### config.mk
export PLATFORM = sky130hd
export DESIGN_NAME = word_block_buffer_flat
export DESIGN_NICKNAME = d
export VERILOG_FILES = /design/src/rtl/word_block_buffer_if.sv /design/src/rtl/word_block_buffer.sv /design/src/flat_wrapper.sv
export SDC_FILE = /design/constraint.sdc
export NUM_CORES = 1
export LEC_CHECK = 0
export CAP_MARGIN = 20
export CORE_UTILIZATION = 28
export DETAILED_ROUTE_END_ITERATION = 7
export PLACE_DENSITY_LB_ADDON = 0.25
export SLEW_MARGIN = 20
export SYNTH_ARGS = -nofsm -noshare
export SYNTH_HDL_FRONTEND = slang
export SYNTH_SLANG_ARGS = --single-unit
### constraint.sdc
create_clock -name clk -period 2.8 [get_ports clk]
set_clock_uncertainty 0.05 [all_clocks]
set_input_delay 0.42 -clock clk [delete_from_list [all_inputs] [get_ports clk]]
set_output_delay 0.42 -clock clk [all_outputs]
set_load 0.03 [all_outputs]
### src/rtl/word_block_buffer_if.sv
// Handshake bundle between the word block buffer, its upstream word source and its downstream consumer.
interface word_block_buffer_if #(
    parameter int DEPTH = 16,
    parameter int WIDTH = 32
);
    logic                     wr_en;
    logic                     wr_last;
    logic [WIDTH-1:0]         wr_data;
    logic                     wr_ready;
    logic                     rd_valid;
    logic                     rd_ready;
    logic [WIDTH-1:0]         rd_data;
    logic [$clog2(DEPTH)-1:0] rd_index;
    logic                     rd_last;

    // Source/consumer side: drives writes and read acceptance.
    modport master (
        output wr_en, wr_last, wr_data, rd_ready,
        input  wr_ready, rd_valid, rd_data, rd_index, rd_last
    );

    // Buffer side.
    modport slave (
        input  wr_en, wr_last, wr_data, rd_ready,
        output wr_ready, rd_valid, rd_data, rd_index, rd_last
    );
endinterface

### src/rtl/word_block_buffer.sv
// Gathers words into a DEPTH-word block, zero-pads short blocks, then drains them over valid/ready.
// Optional WB_WORD_COUNT_EN: the last pad word of a short block carries the message word count.
module word_block_buffer #(
    parameter int DEPTH = 16,
    parameter int WIDTH = 32
) (
    input  logic                 clk,
    input  logic                 rst_n,
    word_block_buffer_if.slave   bus
);
    localparam int AW = $clog2(DEPTH);
    localparam logic [AW-1:0] LAST_IDX = AW'(DEPTH - 1);

    typedef enum logic [1:0] {
        FILL  = 2'd0,
        PAD   = 2'd1,
        DRAIN = 2'd2
    } state_t;

    state_t            state_q, state_d;
    logic [AW-1:0]     wptr_q, wptr_d;
    logic [AW-1:0]     rptr_q, rptr_d;
    logic [WIDTH-1:0]  mem_q [DEPTH];

    logic              mem_we;
    logic [WIDTH-1:0]  mem_wdata;
    logic [WIDTH-1:0]  pad_word;
    logic              wr_ready;
    logic              rd_valid;

`ifdef WB_WORD_COUNT_EN
    logic [AW:0]       cnt_q;

    // Count of message words in a short block, latched on the wr_last that starts padding.
    always_ff @(posedge clk) begin
        if (state_q == FILL && bus.wr_en && bus.wr_last && wptr_q != LAST_IDX) begin
            cnt_q <= {1'b0, wptr_q} + (AW+1)'(1);
        end
    end

    assign pad_word = (wptr_q == LAST_IDX) ? WIDTH'(cnt_q) : '0;
`else
    assign pad_word = '0;
`endif

    always_ff @(posedge clk) begin
        if (!rst_n) begin
            state_q <= FILL;
            wptr_q  <= '0;
            rptr_q  <= '0;
        end else begin
            state_q <= state_d;
            wptr_q  <= wptr_d;
            rptr_q  <= rptr_d;
        end
    end

    // Writes are suppressed while reset is held.
    always_ff @(posedge clk) begin
        if (rst_n && mem_we) begin
            mem_q[wptr_q] <= mem_wdata;
        end
    end

    always_comb begin
        state_d   = state_q;
        wptr_d    = wptr_q;
        rptr_d    = rptr_q;
        mem_we    = 1'b0;
        mem_wdata = '0;
        wr_ready  = 1'b0;
        rd_valid  = 1'b0;

        unique case (state_q)
            FILL: begin
                wr_ready = 1'b1;
                if (bus.wr_en) begin
                    mem_we    = 1'b1;
                    mem_wdata = bus.wr_data;
                    wptr_d    = wptr_q + AW'(1);
                    if (wptr_q == LAST_IDX) begin
                        state_d = DRAIN;
                    end else if (bus.wr_last) begin
                        state_d = PAD;
                    end
                end
            end
            PAD: begin
                mem_we    = 1'b1;
                mem_wdata = pad_word;
                wptr_d    = wptr_q + AW'(1);
                if (wptr_q == LAST_IDX) begin
                    state_d = DRAIN;
                end
            end
            DRAIN: begin
                rd_valid = 1'b1;
                if (bus.rd_ready) begin
                    rptr_d = rptr_q + AW'(1);
                    if (rptr_q == LAST_IDX) begin
                        state_d = FILL;
                        wptr_d  = '0;
                        rptr_d  = '0;
                    end
                end
            end
            default: begin
                state_d = FILL;
                wptr_d  = '0;
                rptr_d  = '0;
            end
        endcase
    end

    assign bus.wr_ready = wr_ready;
    assign bus.rd_valid = rd_valid;
    assign bus.rd_data  = rd_valid ? mem_q[rptr_q] : '0;
    assign bus.rd_index = rptr_q;
    assign bus.rd_last  = rd_valid && (rptr_q == LAST_IDX);

endmodule

### src/flat_wrapper.sv
// flat-port wrapper written by rule: the top's interface ports become plain ports
module word_block_buffer_flat 
#(
    parameter int DEPTH = 16,
    parameter int WIDTH = 32
)
  (clk, rst_n, bus_wr_en, bus_wr_last, bus_wr_data, bus_rd_ready, bus_wr_ready, bus_rd_valid, bus_rd_data, bus_rd_index, bus_rd_last);
  word_block_buffer_if #(.DEPTH(DEPTH), .WIDTH(WIDTH)) bus_i ();
  input  logic clk;
  input  logic rst_n;
  input wire logic [$bits(bus_i.wr_en)-1:0] bus_wr_en;
  input wire logic [$bits(bus_i.wr_last)-1:0] bus_wr_last;
  input wire logic [$bits(bus_i.wr_data)-1:0] bus_wr_data;
  input wire logic [$bits(bus_i.rd_ready)-1:0] bus_rd_ready;
  output wire logic [$bits(bus_i.wr_ready)-1:0] bus_wr_ready;
  output wire logic [$bits(bus_i.rd_valid)-1:0] bus_rd_valid;
  output wire logic [$bits(bus_i.rd_data)-1:0] bus_rd_data;
  output wire logic [$bits(bus_i.rd_index)-1:0] bus_rd_index;
  output wire logic [$bits(bus_i.rd_last)-1:0] bus_rd_last;
  assign bus_i.wr_en = bus_wr_en;
  assign bus_i.wr_last = bus_wr_last;
  assign bus_i.wr_data = bus_wr_data;
  assign bus_i.rd_ready = bus_rd_ready;
  assign bus_wr_ready = bus_i.wr_ready;
  assign bus_rd_valid = bus_i.rd_valid;
  assign bus_rd_data = bus_i.rd_data;
  assign bus_rd_index = bus_i.rd_index;
  assign bus_rd_last = bus_i.rd_last;
  word_block_buffer #(.DEPTH(DEPTH), .WIDTH(WIDTH)) u_core (.clk(clk), .rst_n(rst_n), .bus(bus_i));
endmodule
==> results of run 1 <==
## metrics by stage
step                      worst slack [ns]  TNS, ns  instances  util [%]
final                               0.0159        0       2356      35.7
after global routing               -0.0822    -1.03       2356      35.7
after CTS                          -0.0462   -0.360       2342      35.4
after detailed placement             0.213        0       2226      32.2
after global placement               0.241        0       2226      32.2
after floorplan                      0.350        0       1197         -
## critical path, cell delays in order, from the launching register on
cell and delay, ns:
dfxtp_4 0.46, buf_12 0.21, buf_16 0.21, mux2i_1 0.10, a22oi_1 0.23, nand2_1 0.13
o22ai_4 0.21, buf_12 0.15
## report_power, final
part / switching [mW] / total (mW) / leakage (nW) / internal, mW
combinational: 0.284 / 0.413 / 2.54 / 0.129
sequential: 0.0225 / 8.74 / 4.82 / 8.72
clock: 2.93 / 6.57 / 0.785 / 3.64
## worst max-delay path by stage
stage,start,endpoint,depth (start not counted)
global route,flip-flop,bus_rd_data[11],8
CTS,flip-flop,bus_rd_data[4],7
detailed placement,rst_n,u_core.mem_q[3][16],5
global placement,rst_n,u_core.mem_q[2][18],5
floorplan,bus_wr_en,u_core.mem_q[4][0],5
finish,flip-flop,bus_rd_data[20],7
## placed cells by master (no fill, tap or decap), types with 3 or more instances in the layout
| master | count |
|---|---|
| clkbuf_1 | 14 |
| a21oi_1 | 5 |
| ha_1 | 6 |
| nor2_1 | 4 |
| o21ai_0 | 6 |
| nor2b_1 | 6 |
| clkbuf_16 | 57 |
| nand2_2 | 8 |
| buf_8 | 5 |
| edfxtp_1 | 512 |
| o22ai_4 | 12 |
| a22oi_1 | 120 |
| buf_4 | 48 |
| o22ai_2 | 19 |
| dfxtp_1 | 11 |
| and3_1 | 33 |
| buf_12 | 66 |
| nor2b_4 | 3 |
| clkinv_2 | 13 |
| a22oi_2 | 10 |
| and2_2 | 16 |
| clkinv_1 | 8 |
| buf_16 | 8 |
| mux2i_1 | 250 |
| nor3_1 | 3 |
| buf_6 | 6 |
| nand2_1 | 63 |
| mux2i_2 | 4 |
| inv_1 | 4 |
| clkdlybuf4s50_1 | 41 |
## per-layer routing
layer | wire (um) | GRT usage [%] | vias up
li1 | - | - | 5107
met5 | 0 | 0 | -
met3 | 1730 | 1.96 | 73
met4 | 1160 | 3.77 | 0
met2 | 25700 | 22.6 | 211
met1 | 24500 | 19.3 | 5822
## registers in the layout (all words and copies together), names as in the netlist, named ones only
name                 count
u_core.wptr_q            4
u_core.state_q           2
u_core.mem_q           512
u_core.bus.rd_index      4
## final cells by class
| type | instances | area (um^2) | area share (%) |
|---|---|---|---|
| Inverter | 4 | 15.0 | 0.0573 |
| Tap cell | 959 | 1200 | 4.58 |
| Clock buffer | 68 | 1400 | 5.36 |
| Multi-Input combinational cell | 593 | 5180 | 19.8 |
| Timing Repair Buffer | 180 | 2580 | 9.83 |
| Clock inverter | 26 | 179 | 0.683 |
| Sequential cell | 526 | 15700 | 59.7 |
## repair_timing
item                       CTS  global route
setup endpoints to repair   33            32
pin swaps                   18            30
gates cloned                 6             3
hold buffers                 0             0
resized for setup           85            18
buffers inserted            16            13
## cells by family (layout without fill, tap and decap cells)
logic type,after synthesis,in the layout
AO/OA/AOI/OAI,184,184
adder cells (fa/ha/maj),6,6
buffers and inverters,78,278
flip-flops,526,526
multiplexers,256,256
AND/OR/NAND/NOR,147,147
==> flow_metrics.tcl, run 1 <==
set metrics [dict create \
    hold_viol 0 \
    area_growth_pct 25.1 \
    synthDistinctLibCells 38 \
    min_path_cells 4 \
    drv_cap 0 \
    holdPathEnd "u_core.wptr_q[1]" \
    timing.slew.headroom_pct 52.7 \
    grt_pass1_wl_um 76800 \
    ys.flop_type "edfxtp_1" \
    dieArea_um2 75900 \
    synth_top_family_by_area "multiplexers" \
    grt_use_total_pct 13.9 \
    drc 0 \
    rrSetupSlack_ns 0.50 \
    rsz0062_at_grt "true" \
    start_util_pct 28.5 \
    fin_crit_sh_pct 99.4 \
    netlist_area_um2 21000 \
    synth_edf_count 512 \
    grt_max_degree 44 \
    num_vias 11200 \
    wl_per_cell_um 22.6 \
    critPathArrivalTime_ns 2.31 \
    antenna_found_initial 2 \
    numCtsBuffers 53 \
    cp_max_fo 21 \
    synthMuxAreaShare_pct 12.2 \
    viasPerCell 4.76 \
    min_path_type "in2reg" \
    place_area_um2 23700 \
    finalWirelength_um 53200 \
    yosys.area.top_type_share_pct 73.4 \
    cts_tree "built" \
    fillers 6785 \
    grt-ovfl-total 0 \
    clk_latency_ns 0.58 \
    ant_nets 0 \
    reg2reg_to "u_core.mem_q[2][15]" \
    outcome "completed" \
    hp-start "bus_wr_en" \
    p_per_area_nw_per_um2 600 \
    worst_setup_path_start_kind "flip-flop" \
    synth-compound-area-share_pct 6.39 \
    synth-xor-area-share_pct 0 \
    slew_violations 0 \
    synth-seq-cells 526 \
    synthAdderAreaFrac_pct 0.358 \
    drive_gt1_share_pct 21.0 \
    grt_pass1_vias 11200 \
    power_mw 15.7 \
    critPathCaptureType "output port" \
    dp.final_hpwl_um 30000 \
    ios 76 \
    ys_seq_area_share_pct 74.7 \
    clk_pin_slew_ns 0.06 \
    worstRegToRegCells 6 \
    antenna-diode-count 0 \
    die_h_um 276 \
    hold_slack_ns 0.284 \
    first_pass_iters 4 \
    cts_sinks 526 \
    yosys_warnings 0 \
    fin_area_um2 26200 \
    die_w_um 276 \
    setup_viol 0 \
    io_buffers 75 \
    tightest_slew_ns 0.709 \
    yosysMostFrequentCell "edfxtp_1" \
    synthTopCellsByArea "edfxtp_1 (73%), mux2i_1 (12%), a22oi_1 (4.7%), dfxtp_1 (1.3%), nand2_1 (1.3%)" \
    static-leakage-power_nw 8.14 \
    layout.nets 1401 \
    mappedNetlistNets 1240 \
    syn_area_per_cell_um2 17.5 \
    synth_cells 1197 \
    yosysTopAreaCell "edfxtp_1" \
    synth-simple-area-share_pct 3.47 \
    max_freq_mhz 359 \
    crit_type "reg2out" \
    rows 99 \
    async_reset_ff_share_pct 0 \
    clockBufferDepth 3 \
    drt-initial-drc-count 720 \
    yosys-top-cells-count "edfxtp_1 (512), mux2i_1 (256), a22oi_1 (130)" \
    cts_root_buf "clkbuf_16" \
    crit_required_ns 2.33 \
    h-tree-depth 2 \
    fin_crit_ns 2.78 \
    timing.rr.start "u_core.state_q[1]" \
    ir_drop_v 0.000454 \
    gp_congestion 0.723 \
    coreArea_um2 73500 \
]
Power figures use the tool's default switching activity.
==> run 2: changes to the inputs <==
--- a/config.mk
+++ b/config.mk
@@ -7,6 +7,7 @@
 export LEC_CHECK = 0
 export CAP_MARGIN = 20
 export CORE_UTILIZATION = 28
+export CTS_CLUSTER_DIAMETER = 40
 export DETAILED_ROUTE_END_ITERATION = 7
 export PLACE_DENSITY_LB_ADDON = 0.25
 export SLEW_MARGIN = 20
==> flow_metrics.tcl, run 2 (synthesis gave the netlist of run 1 again) <==
set metrics [dict create \
    drc 0 \
    coreArea_um2 73500 \
    cts_tree "built" \
    tightest_slew_ns 0.715 \
    clk_latency_ns 0.61 \
    fillers 6671 \
    fin_crit_ns 2.83 \
    ant_nets 0 \
    fin_crit_sh_pct 101 \
    cts_root_buf "clkbuf_16" \
    antenna_found_initial 2 \
    crit_type "reg2out" \
    place_ws_ns 0.213 \
    clockBufferDepth 3 \
    dieArea_um2 75900 \
    io_buffers 75 \
    grt_max_degree 44 \
    max_freq_mhz 353 \
    die_w_um 276 \
    worstRegToRegCells 6 \
    layout.nets 1440 \
    largest_register_ffs 512 \
    first_pass_iters 5 \
    outcome "complete, but fails checks" \
    drive_gt1_share_pct 25.8 \
    fin_area_um2 27700 \
    finalWirelength_um 55400 \
    min_path_cells 4 \
    drt-initial-drc-count 770 \
    final_cell_mix "edfxtp_1 (512), mux2i_1 (248), a22oi_1 (116)" \
    grt_pass1_wl_um 78400 \
    critPathArrivalTime_ns 2.36 \
    start_util_pct 28.5 \
    viasPerCell 4.76 \
    timing.slew.headroom_pct 52.4 \
    area_growth_pct 32.1 \
    slowest_delay_ns 0.37 \
    crit_slowest_cell "dfxtp_4" \
    critPathCaptureType "output port" \
    drv_cap 0 \
    ir_drop_v 0.000408 \
    cts_sinks 526 \
    path_delay_family "buffers and inverters" \
    clk_pin_slew_ns 0.05 \
    gp_congestion 0.723 \
    static-leakage-power_nw 8.78 \
    min_path_type "in2reg" \
    die_h_um 276 \
    wl_per_cell_um 22.9 \
    numCtsBuffers 75 \
    regMostFlops "u_core.mem_q" \
    mostFrequentLayoutCell "edfxtp_1" \
    layout_setup_ws_ns -0.0322 \
    failed_checks "negative setup slack" \
    ios 76 \
    num_vias 11500 \
    rsz0062_at_grt "true" \
    p_per_area_nw_per_um2 679 \
    crit_chain "buf_12 > buf_16 > buf_16 > mux2i_1 > a22oi_1 > nand2_1 > o22ai_2 > buf_12" \
    setup_viol 4 \
    h-tree-depth 3 \
    crit_cells 8 \
    rows 99 \
    slew_violations 0 \
    critPathBufInv 4 \
    hold_viol 0 \
    place_area_um2 23700 \
    dp.final_hpwl_um 30000 \
    grt_pass1_vias 11500 \
    grt_use_total_pct 14.2 \
    worst_setup_path_start_kind "flip-flop" \
    cp_max_fo 8 \
    grt-ovfl-total 0 \
    crit_required_ns 2.33 \
]
## run 2: tightest hold or removal path, stage by stage
cell and delay [ns]:
buf_2 0.12, o21ba_2 0.17, a22oi_1 0.09, nor2b_1 0.10
## run 2: report_power, final
part / internal, mW / switching (mW)
clock network: 5.89 / 3.74
logic: 0.130 / 0.287
registers: 8.73 / 0.0233
## run 2: path summary, 6_finish.rpt
| kind | start | slack (ns) | to |
|---|---|---|---|
| worst max-delay path | flip-flop | -0.03 | bus_rd_data[20] |
| worst max register to register | u_core.state_q[1] | 0.49 | u_core.mem_q[3][12] |
| worst min register to register | u_core.bus.rd_index[3] | 0.51 | flip-flop |
| worst min-delay path | bus_wr_en | 0.26 | u_core.wptr_q[1] |
## run 2: metal layers
metal  routed length (um)  track usage (%)  part of all wire, %
met5                    0                0                    0
met4                 1060             4.45                  1.9
met3                 2230             2.37                  4.0
met2                26600             22.9                   48
met1                25500             19.6                   46
## run 2: what timing repair did
item / in CTS / in global routing
cloned: 7 / 16
hold buffers: 0 / 0
gates resized for setup: 91 / 44
setup endpoints to repair: 33 / 32
pin swaps: 23 / 72
setup buffers: 17 / 17
## run 2: layout make-up
cell class                      count  area [um^2]  area share, %
Antenna cell                        1         2.50        0.00904
Clock buffer                       80         1900           6.85
Clock inverter                     57          719           2.60
Inverter                            4         15.0         0.0542
Multi-Input combinational cell    593         5230           18.9
Sequential cell                   526        15700           56.6
Tap cell                          959         1200           4.33
Timing Repair Buffer              197         2960           10.7
## run 2: per-stage QoR
step           hold WS [ns]  util (%)  TNS [ns]  cells  total power [mW]
2_1_floorplan         0.473         -         0   1197              9.09
3_3_place_gp          0.504      32.2         0   2226              9.30
3_5_place_dp          0.498      32.2         0   2226              9.32
4_1_cts               0.230      36.9     -1.02   2387              19.0
5_1_grt               0.258      37.7     -1.86   2416              19.4
6_report              0.260      37.7   -0.0714   2417              18.8
